==> config.mk <==
export PLATFORM = sky130hd
export DESIGN_NAME = cdc_edge_det_multi
export DESIGN_NICKNAME = d
export VERILOG_FILES = /design/src/rtl/cdc_edge_det_multi.sv
export SDC_FILE = /design/constraint.sdc
export NUM_CORES = 1
export LEC_CHECK = 0
export ABC_AREA = 1
export CAP_MARGIN = 5
export CORE_MARGIN = 2
export CORE_UTILIZATION = 43
export CTS_BUF_LIST = sky130_fd_sc_hd__clkbuf_8
export DETAILED_ROUTE_END_ITERATION = 6
export PLACE_DENSITY = 0.8
export SYNTH_ARGS = -nofsm -noshare
export SYNTH_HDL_FRONTEND = slang
export SYNTH_SLANG_ARGS = --single-unit
==> constraint.sdc <==
create_clock -name clk -period 0.85 [get_ports clk]
set_clock_uncertainty 0.1 [all_clocks]
set_input_delay 0.17 -clock clk [delete_from_list [all_inputs] [get_ports clk]]
set_output_delay 0.17 -clock clk [all_outputs]
set_load 0.01 [all_outputs]
==> src/rtl/cdc_edge_det_multi.sv <==
// rtl/cdc_edge_det_multi.sv - multi-channel synchronizer, debounce filter and edge/event detector
// Optional debounce filter enabled by defining CDC_EDGE_DET_FILT_EN.
module cdc_edge_det_multi #(
    parameter int CH          = 4,
    parameter int SYNC_STAGES = 2,
    parameter int FILT_CYC    = 4
) (
    input  logic              clk,
    input  logic              rst,
    input  logic [CH-1:0]     async_in,
    input  logic [2*CH-1:0]   edge_sel,
    input  logic [CH-1:0]     evt_clr,
    output logic [CH-1:0]     level_out,
    output logic [CH-1:0]     pulse_out,
    output logic [CH-1:0]     evt_sticky,
    output logic [CH-1:0]     ovf,
    output logic              evt_any
);

    if (CH < 1 || CH > 32 || SYNC_STAGES < 2 || SYNC_STAGES > 4 ||
        FILT_CYC < 1 || FILT_CYC > 255) begin : g_bad_param
        $error("cdc_edge_det_multi: parameter out of range");
    end

    logic [CH-1:0] r_sync [SYNC_STAGES];
    logic [CH-1:0] w_sync;
    logic [CH-1:0] w_lvl_nxt;
    logic [CH-1:0] w_pulse;
    logic [CH-1:0] w_sticky_nxt;
    logic [CH-1:0] w_ovf_nxt;
    logic [CH-1:0] r_level;
    logic [CH-1:0] r_pulse;
    logic [CH-1:0] r_sticky;
    logic [CH-1:0] r_ovf;
    logic          r_any;

    always_ff @(posedge clk) begin
        if (rst) begin
            for (int s = 0; s < SYNC_STAGES; s++) r_sync[s] <= '0;
        end else begin
            r_sync[0] <= async_in;
            for (int s = 1; s < SYNC_STAGES; s++) r_sync[s] <= r_sync[s-1];
        end
    end

    assign w_sync = r_sync[SYNC_STAGES-1];

`ifdef CDC_EDGE_DET_FILT_EN
    localparam int CW = $clog2(FILT_CYC + 1);
    localparam logic [CW-1:0] CNT_LAST = CW'(FILT_CYC - 1);

    logic [CW-1:0] r_cnt     [CH];
    logic [CW-1:0] w_cnt_nxt [CH];

    // Level flips only after FILT_CYC consecutive mismatching cycles; any match restarts the count.
    always_comb begin
        w_lvl_nxt = r_level;
        for (int i = 0; i < CH; i++) begin
            w_cnt_nxt[i] = '0;
            if (w_sync[i] != r_level[i]) begin
                if (r_cnt[i] == CNT_LAST) begin
                    w_lvl_nxt[i] = ~r_level[i];
                end else begin
                    w_cnt_nxt[i] = r_cnt[i] + 1'b1;
                end
            end
        end
    end

    always_ff @(posedge clk) begin
        if (rst) begin
            for (int i = 0; i < CH; i++) r_cnt[i] <= '0;
        end else begin
            r_cnt <= w_cnt_nxt;
        end
    end
`else
    assign w_lvl_nxt = w_sync;
`endif

    always_comb begin
        w_pulse = '0;
        for (int i = 0; i < CH; i++) begin
            w_pulse[i] = (w_lvl_nxt[i] & ~r_level[i] & edge_sel[2*i]) |
                         (~w_lvl_nxt[i] & r_level[i] & edge_sel[2*i+1]);
        end
    end

    // A pulse in the same cycle as a clear wins: sticky sets and ovf stays clear.
    assign w_sticky_nxt = r_pulse | (r_sticky & ~evt_clr);
    assign w_ovf_nxt    = (r_pulse & r_sticky & ~evt_clr) | (r_ovf & ~evt_clr);

    always_ff @(posedge clk) begin
        if (rst) begin
            r_level  <= '0;
            r_pulse  <= '0;
            r_sticky <= '0;
            r_ovf    <= '0;
            r_any    <= 1'b0;
        end else begin
            r_level  <= w_lvl_nxt;
            r_pulse  <= w_pulse;
            r_sticky <= w_sticky_nxt;
            r_ovf    <= w_ovf_nxt;
            r_any    <= |w_sticky_nxt;
        end
    end

    assign level_out  = r_level;
    assign pulse_out  = r_pulse;
    assign evt_sticky = r_sticky;
    assign ovf        = r_ovf;
    assign evt_any    = r_any;

endmodule

==> results.json, run 1 <==
{
  "nets": 175,
  "synth_top_cell_by_area": "dfxtp_1",
  "antenna_found_initial": 0,
  "routed_wl_um": 2193,
  "die_width_um": 48.74,
  "via_per_inst": 4.415,
  "synthTopCellsByCount": "inv_1 (29), dfxtp_1 (25), nand2_1 (16)",
  "yosysMostFrequentCell": "inv_1",
  "multi_input_area_sq_um": 326.6,
  "start_kind": "flop",
  "setup_viol": 24,
  "synthArstFlopShare_pct": 0,
  "post_synth_num_cell_types": 10,
  "max_freq_mhz": 997.5,
  "total_power_uw": 2250,
  "grt_max_degree": 22,
  "cts_buffers": 3,
  "ys_warn_count": 0,
  "drv_cap": 0,
  "finalCritPeriodShare_pct": 117.9,
  "path_cells": "buf_6",
  "yosys_register_bits": 25,
  "cts_tree": "built",
  "cts.sinks": 25,
  "grt_pass1_vias": 823,
  "leakage_uw": 0.0008087,
  "fin_area_sq_um": 1583,
  "cp.required_ns": 0.58,
  "synth_top_area_share_pct": 58.14,
  "critPathTopFamily": "flip-flops",
  "status": "complete, but fails checks",
  "slowest_stage": "dfxtp_2",
  "place_ws_ns": -0.3803,
  "clkLatencyLatePin_ns": 0.26,
  "slew_viol_final": 0,
  "crit_fanout": 3,
  "tns_ns": -2.992,
  "dieArea_sq_um": 2376,
  "seqCellArea_sq_um": 526.8,
  "placementRows": 16,
  "antenna_left": 0,
  "area_growth_pct": 83.87,
  "start_util_pct": 44.79,
  "n_antenna_cell": 0,
  "syn_avg_cell_area_sq_um": 8.358,
  "cts.clk_slew.worst_paths_ns": 0.09,
  "violations": "setup timing",
  "vias": 808,
  "wl_per_cell_um": 11.98,
  "drc": 0,
  "ir_drop_mv": 1.132,
  "synth_edf_count": 0,
  "placeableCoreArea_sq_um": 1922,
  "synth_nets": 121,
  "yosys-top-cells-area": "dfxtp_1 (58%), inv_1 (13%), nand2_1 (7.0%)",
  "fin_ws_ns": -0.1525,
  "drive_above_1_share_pct": 59.62,
  "grt_util_all_layers_pct": 18.52,
  "root_buffer": "clkbuf_8",
  "cts_hold_repair.buffers": 0,
  "worst_pin_slew_ns": 0.1703,
  "hold_viol": 0,
  "place_area_sq_um": 1341,
  "n_fill_cell": 124,
  "syn_area_sq_um": 860.8,
  "relSlewSlack_pct": 88.60,
  "slowest_delay_ns": 0.36,
  "cp-end-kind": "output pin",
  "power_density_nw_per_um2": 1421,
  "clk_path_buf_depth": 2,
  "port_buffers": 34,
  "grt_pass1_wl_um": 3381,
  "hold_class": "flop to flop",
  "path_buf_inv": 1,
  "rsz0062_at_grt": "yes",
  "hpwlAfterDp_um": 1406,
  "period_needed_ns": 1.002,
  "firstDrtPassIters": 4,
  "ys_seq_area_share_pct": 58.14,
  "synth_flop_cell": "dfxtp_1",
  "die_h_um": 48.74,
  "worstPathArrival_ns": 0.73,
  "syn_inst": 103,
  "cts_htree_levels": 1,
  "drt_iter0_markers": 4,
  "gp_routability_congestion": 0.6461,
  "critPathKind": "flop to output pin",
  "ios": 35,
  "gr-total-overflow": 0
}
through the flow:
| step | instances | util, % | hold WS [ns] |
|---|---|---|---|
| 3_3_place_gp | 177 | 69.79 | 0.2907 |
| 6_report | 183 | 82.36 | 0.3009 |
| 2_1_floorplan | 103 | - | 0.1485 |
| 5_1_grt | 183 | 82.36 | 0.3118 |
| 3_5_place_dp | 177 | 69.79 | 0.2992 |
| 4_1_cts | 181 | 77.41 | 0.3052 |
state kept, by name (all words and copies together) (netlist names):
signal,count
pulse_out,4
r_sync,8
evt_any,1
ovf,4
level_out,4
evt_sticky,4
power by group:
| part | switching, uW | internal (uW) | leakage (uW) | total [uW] |
|---|---|---|---|---|
| clock network | 370 | 331 | 0.0000217 | 701 |
| registers | 25.3 | 1210 | 0.000214 | 1240 |
| logic | 126 | 183 | 0.000573 | 309 |
path summary, 6_finish.rpt:
check,startpoint,end,slack [ns],cells after the start
max,evt_sticky[0],evt_sticky[0],-0.15,1
min,r_sync[0][2],r_sync[0][6],0.30,2
max reg2reg,pulse_out[0],ovf[0],-0.14,5
min reg2reg,r_sync[0][2],r_sync[0][6],0.30,2
what timing repair did:
| action | in CTS | in global routing |
|---|---|---|
| setup endpoints to repair | 42 | 28 |
| cloned | 0 | 0 |
| resized for setup | 124 | 30 |
| buffers inserted | 0 | 3 |
| pin swaps | 12 | 15 |
kinds of logic (layout without fill, tap and decap cells):
group           count (synthesis)  count (layout)  share of synthesized area (%)
flops                          25              25                          58.14
buf+inv                        31              84                          14.83
compound gates                 17              17                          13.95
simple gates                   30              30                          13.08
area by class of cell:
type                            instances  share of cell area, %
Timing Repair Buffer                   51                  33.99
Tap cell                               27                  2.134
Multi-Input combinational cell         47                  20.63
Sequential cell                        25                  33.28
Inverter                               29                  6.877
Clock inverter                          1                 0.4743
Clock buffer                            3                  2.609
routing by layer:
layer  track usage, %  wire length (um)
met3            6.481               112
met2            34.02              1274
met5                0                 0
met4            7.143                13
met1            19.09               791
layout by cell type (no fill, tap or decap), drive strengths merged:
master,instances
inv,29
clkbuf,3
a211oi,4
dlygate4sd2,1
o211ai,4
nor2,14
dfxtp,25
a21oi,9
clkinvlp,1
nand2,16
buf,34
clkdlybuf4s50,16
(Power assumes the default switching activity.)
==> inputs of run 2 (changes only) <==
- HOLD_SLACK_MARGIN: unset -> 0.06
==> results of run 2 <==
The final DEF is identical to that of run 1; final timing and power are the same.
==> edit 1: new RTL, settings of run 2 <==
Remove the register `r_any`: a continuous assignment takes its place, so the output `evt_any` follows one clock earlier.
--- a/src/rtl/cdc_edge_det_multi.sv
+++ b/src/rtl/cdc_edge_det_multi.sv
@@ -98,3 +98,2 @@
             r_ovf    <= '0;
-            r_any    <= 1'b0;
         end else begin
@@ -104,5 +103,6 @@
             r_ovf    <= w_ovf_nxt;
-            r_any    <= |w_sticky_nxt;
         end
     end
+
+    assign r_any = |w_sticky_nxt;
 
Function: changed (Yosys sat finds a counterexample within 4 cycles, from zero or initial values and one cycle with rst high).
==> edit 1 against run 2 <==
  * The flow still finishes with violations (negative setup slack)
  * Power grew 9.7%
  * Utilization up 6.4 points
  * Final area did not move
  * Area after synthesis down 2.6%
  * Sequential cell count is 1 lower
  * Setup slack lost 0.36 ns
  * Critical path depth grew 4
  * Routed wire length up 35%
  * Largest cell class unchanged
==> edit 1: results (changes against run 2) <==
[routing]
met3_wire_length_um=155  ; +38%
finalWirelength_mm=2.960  ; +35%
routed-wl-met2_mm=1.583  ; +24%

[grt]
grt_pass1_wl_mm=3.153  ; -6.7%
global_route.usage.met3=0.05185  ; -0.01296
use_met1=0.1810  ; -0.009880
global_route.usage.met2=0.4158  ; +0.07561

[power_and_ir_drop]
total_leakage_power_uw=0.0007826  ; -3.2%
peakVddDrop_mv=1.871  ; +65%
power.internal_uw=1942  ; +12%
portion_of_total_power_attributed_to_combinational_logic=0.109  ; -0.028

[synthesis]
yosys.cell_types.count=9  ; -1
synth_common_cells=inv_1, dfxtp_1, nor2_1
synth.net_count=126  ; +4.1%
synth_top_cells_by_area=dfxtp_1, inv_1, nor2_1
syn_inst=108  ; +4.9%
portion_of_the_post_synthesis_area_used_by_sequential_elements=0.5731  ; -0.008261

[placement]
dp_cells=180  ; +1.7%
gpl.final_weighted_congestion=0.7067  ; +9.4%

[worst_hold_path]
hp-class=input port to register
holdPathStages=4  ; +2

[sta]
final_critical_path_setup_slack_ns=-0.5143  ; -0.3618 ns
tightestPinTransition_ns=0.1935  ; +0.02322 ns
timing.final.setup_violations=28  ; +17%

[critical_path]
arrival_ns=1.09  ; +0.36 ns
reg2reg_from=evt_sticky[0]
critical_path_peak_fanout=2  ; -1

[clock_network]
cts.repair_timing.setup_buffer_count=4  ; +4
cts_repair_resize_count=115  ; -7.3%
insertion_delay_ns=0.28  ; +0.02 ns

[final_layout]
layout.cells.non_filler=192  ; +4.9%
layout-drive-gt1-share=0.5389  ; -0.05723

[run_status]
outcome=complete, but fails checks
violations=negative setup slack

## edit 1: cell types whose count changed after synthesis, moves of 2 or more
cell and change:
nand3_1 +7, nor2_1 +4, o211ai_1 -4, o21ai_0 +4, a211oi_2 -3, nand2_1 -3
inv_1 +2
## edit 1: final cells by class
class                           instances  area (um2)  area share
Clock buffer                            3       41.29     0.02609
Clock inverter                          1       30.03     0.01897
Inverter                               31       116.4     0.07352
Multi-Input combinational cell         51       289.0      0.1826
Sequential cell                        24       500.5      0.3162
Tap cell                               25       31.28     0.01976
Timing Repair Buffer                   57       574.3      0.3628
## edit 1: logic make-up after synthesis
kind of cell / count (synthesis)
AND/OR/NAND/NOR: 39
buffers and inverters: 33
flip-flops: 24
AO/OA/AOI/OAI: 12
## edit 1: worst paths after layout
check / endpoint / slack, ns
max: evt_any / -0.51
min: ovf[1] / 0.20
max reg2reg: evt_sticky[0] / -0.26
min reg2reg: r_sync[0][6] / 0.31
==> edit 2: new RTL, settings of run 2 <==
Made on the original files. The option `CDC_EDGE_DET_FILT_EN` is turned on by a define.
--- a/src/rtl/cdc_edge_det_multi.sv
+++ b/src/rtl/cdc_edge_det_multi.sv
@@ -2,2 +2,4 @@
 // Optional debounce filter enabled by defining CDC_EDGE_DET_FILT_EN.
+`define CDC_EDGE_DET_FILT_EN
+
 module cdc_edge_det_multi #(
Formal check against the unedited RTL: not equivalent (Yosys sat finds a counterexample within 4 cycles, from zero or initial values and one cycle with rst high).
==> edit 2 against run 2 <==
  * The flow still finishes with violations (negative setup slack)
  * Routed wire length up 71%
  * Final cell count up 49%
  * Worst hold slack worse by 0.19 ns
  * Area after synthesis up 61%
  * Count of clock-buffer cells in the layout up 3
  * Sequential cell count up 12
  * Power up 56%
  * Setup slack worse by 0.19 ns
  * Sequential power up 43%
  * Final area up 51%
  * Combinational power down 40%
  * Largest power group unchanged
  * Highest routed layer unchanged
==> edit 2: results (changes against run 2) <==
[run_status]
outcome=complete, but fails checks
violations=negative setup slack

[worst_hold_path]
hp-class=input port to register
hold_path_startpoint=evt_clr[2]

[power_and_ir_drop]
peakVddDrop_mv=1.434  ; +27%
cellPowerDensity_nw_per_um2=1462  ; +2.9%
total_leakage_power_uw=0.001111  ; +37%
portion_of_total_power_attributed_to_combinational_logic=0.052  ; -0.085
power.internal_uw=2805  ; +62%

[critical_path]
reg2reg_from=r_cnt[3]
arrival_ns=1.31  ; +0.58 ns

[final_layout]
final.clkbuf_count=6  ; +3
clock_area_frac=0.04859  ; +0.01776
signal_buffers=61  ; +20%
non_clock_inverter_count=41  ; +41%
final-nonclk-buf-share=0.2508  ; -0.08914
final.fill_count=191  ; +54%

[placement]
place.detailed.hpwl_mm=2.223  ; +58%
placed_cell_area_um2=1988  ; +48%
gpl.final_weighted_congestion=0.7817  ; +21%

[clock_network]
cts_made_buffers=5  ; +2
insertion_delay_ns=0.29  ; +0.03 ns
cts.repair_timing.setup_buffer_count=7  ; +7
cts_repair_resize_count=128  ; +3.2%

[routing]
routedLengthMet1_mm=1.299  ; +64%
drt-wirelength-per-cell_um=13.76  ; +15%
met3_wire_length_um=229  ; +100%
routed-wl-met2_mm=2.086  ; +64%
vias=1280  ; +58%
initialDrtViolationCount=33  ; +29
finalWirelength_mm=3.744  ; +71%

[synthesis]
post_synth.cell_area_avg_um2=8.558  ; +2.4%
portion_of_the_post_synthesis_area_used_by_sequential_elements=0.5343  ; -0.04710
synth_common_cells=inv_1, dfxtp_1, nor2_1
synth_top_cells_by_area=dfxtp_1, inv_1, nor2_1

[sta]
timing.final.setup_violations=44  ; +83%
final.hold.worst_slack_ns=0.1081  ; -0.1928 ns
setup-tns-final_ns=-8.995  ; -6.003 ns
final_critical_path_setup_slack_ns=-0.3377  ; -0.1852 ns
tightestPinTransition_ns=0.3008  ; +0.1305 ns

[grt]
grt_pass1_wl_mm=5.457  ; +61%
total_routing_usage_reported_by_global_routing=0.2114  ; +0.02615
global_route.usage.met2=0.4117  ; +0.07149

[floorplan]
die_width_um=60.78  ; +25%

[edit 2: kinds of logic (layout without fill, tap and decap cells)]
logic type | Yosys count | after routing | synth area share
and+or+nand+nor | 50 | 50 | 0.1498
buffers and inverters | 44 | 110 | 0.1354
DFF | 37 | 37 | 0.5343
adders and majority gates | 8 | 8 | 0.07221
AOI/OAI and AO/OA | 23 | 23 | 0.1083
[edit 2: stage by stage]
| step | setup WS (ns) | power (uW) |
|---|---|---|
| after floorplan | -0.2834 | 1880 |
| after global placement | -0.4692 | 1963 |
| after detailed placement | -0.5231 | 1969 |
| after CTS | -0.3139 | 3515 |
| after global routing | -0.3927 | 3616 |
| final | -0.3377 | 3501 |
[edit 2: path summary, 6_finish.rpt]
check | depth (start not counted) | to
worst max-delay path | 6 | pulse_out[2]
worst min-delay path | 4 | ovf[2]
worst max register to register | 6 | pulse_out[2]
worst min register to register | 2 | r_sync[0][5]
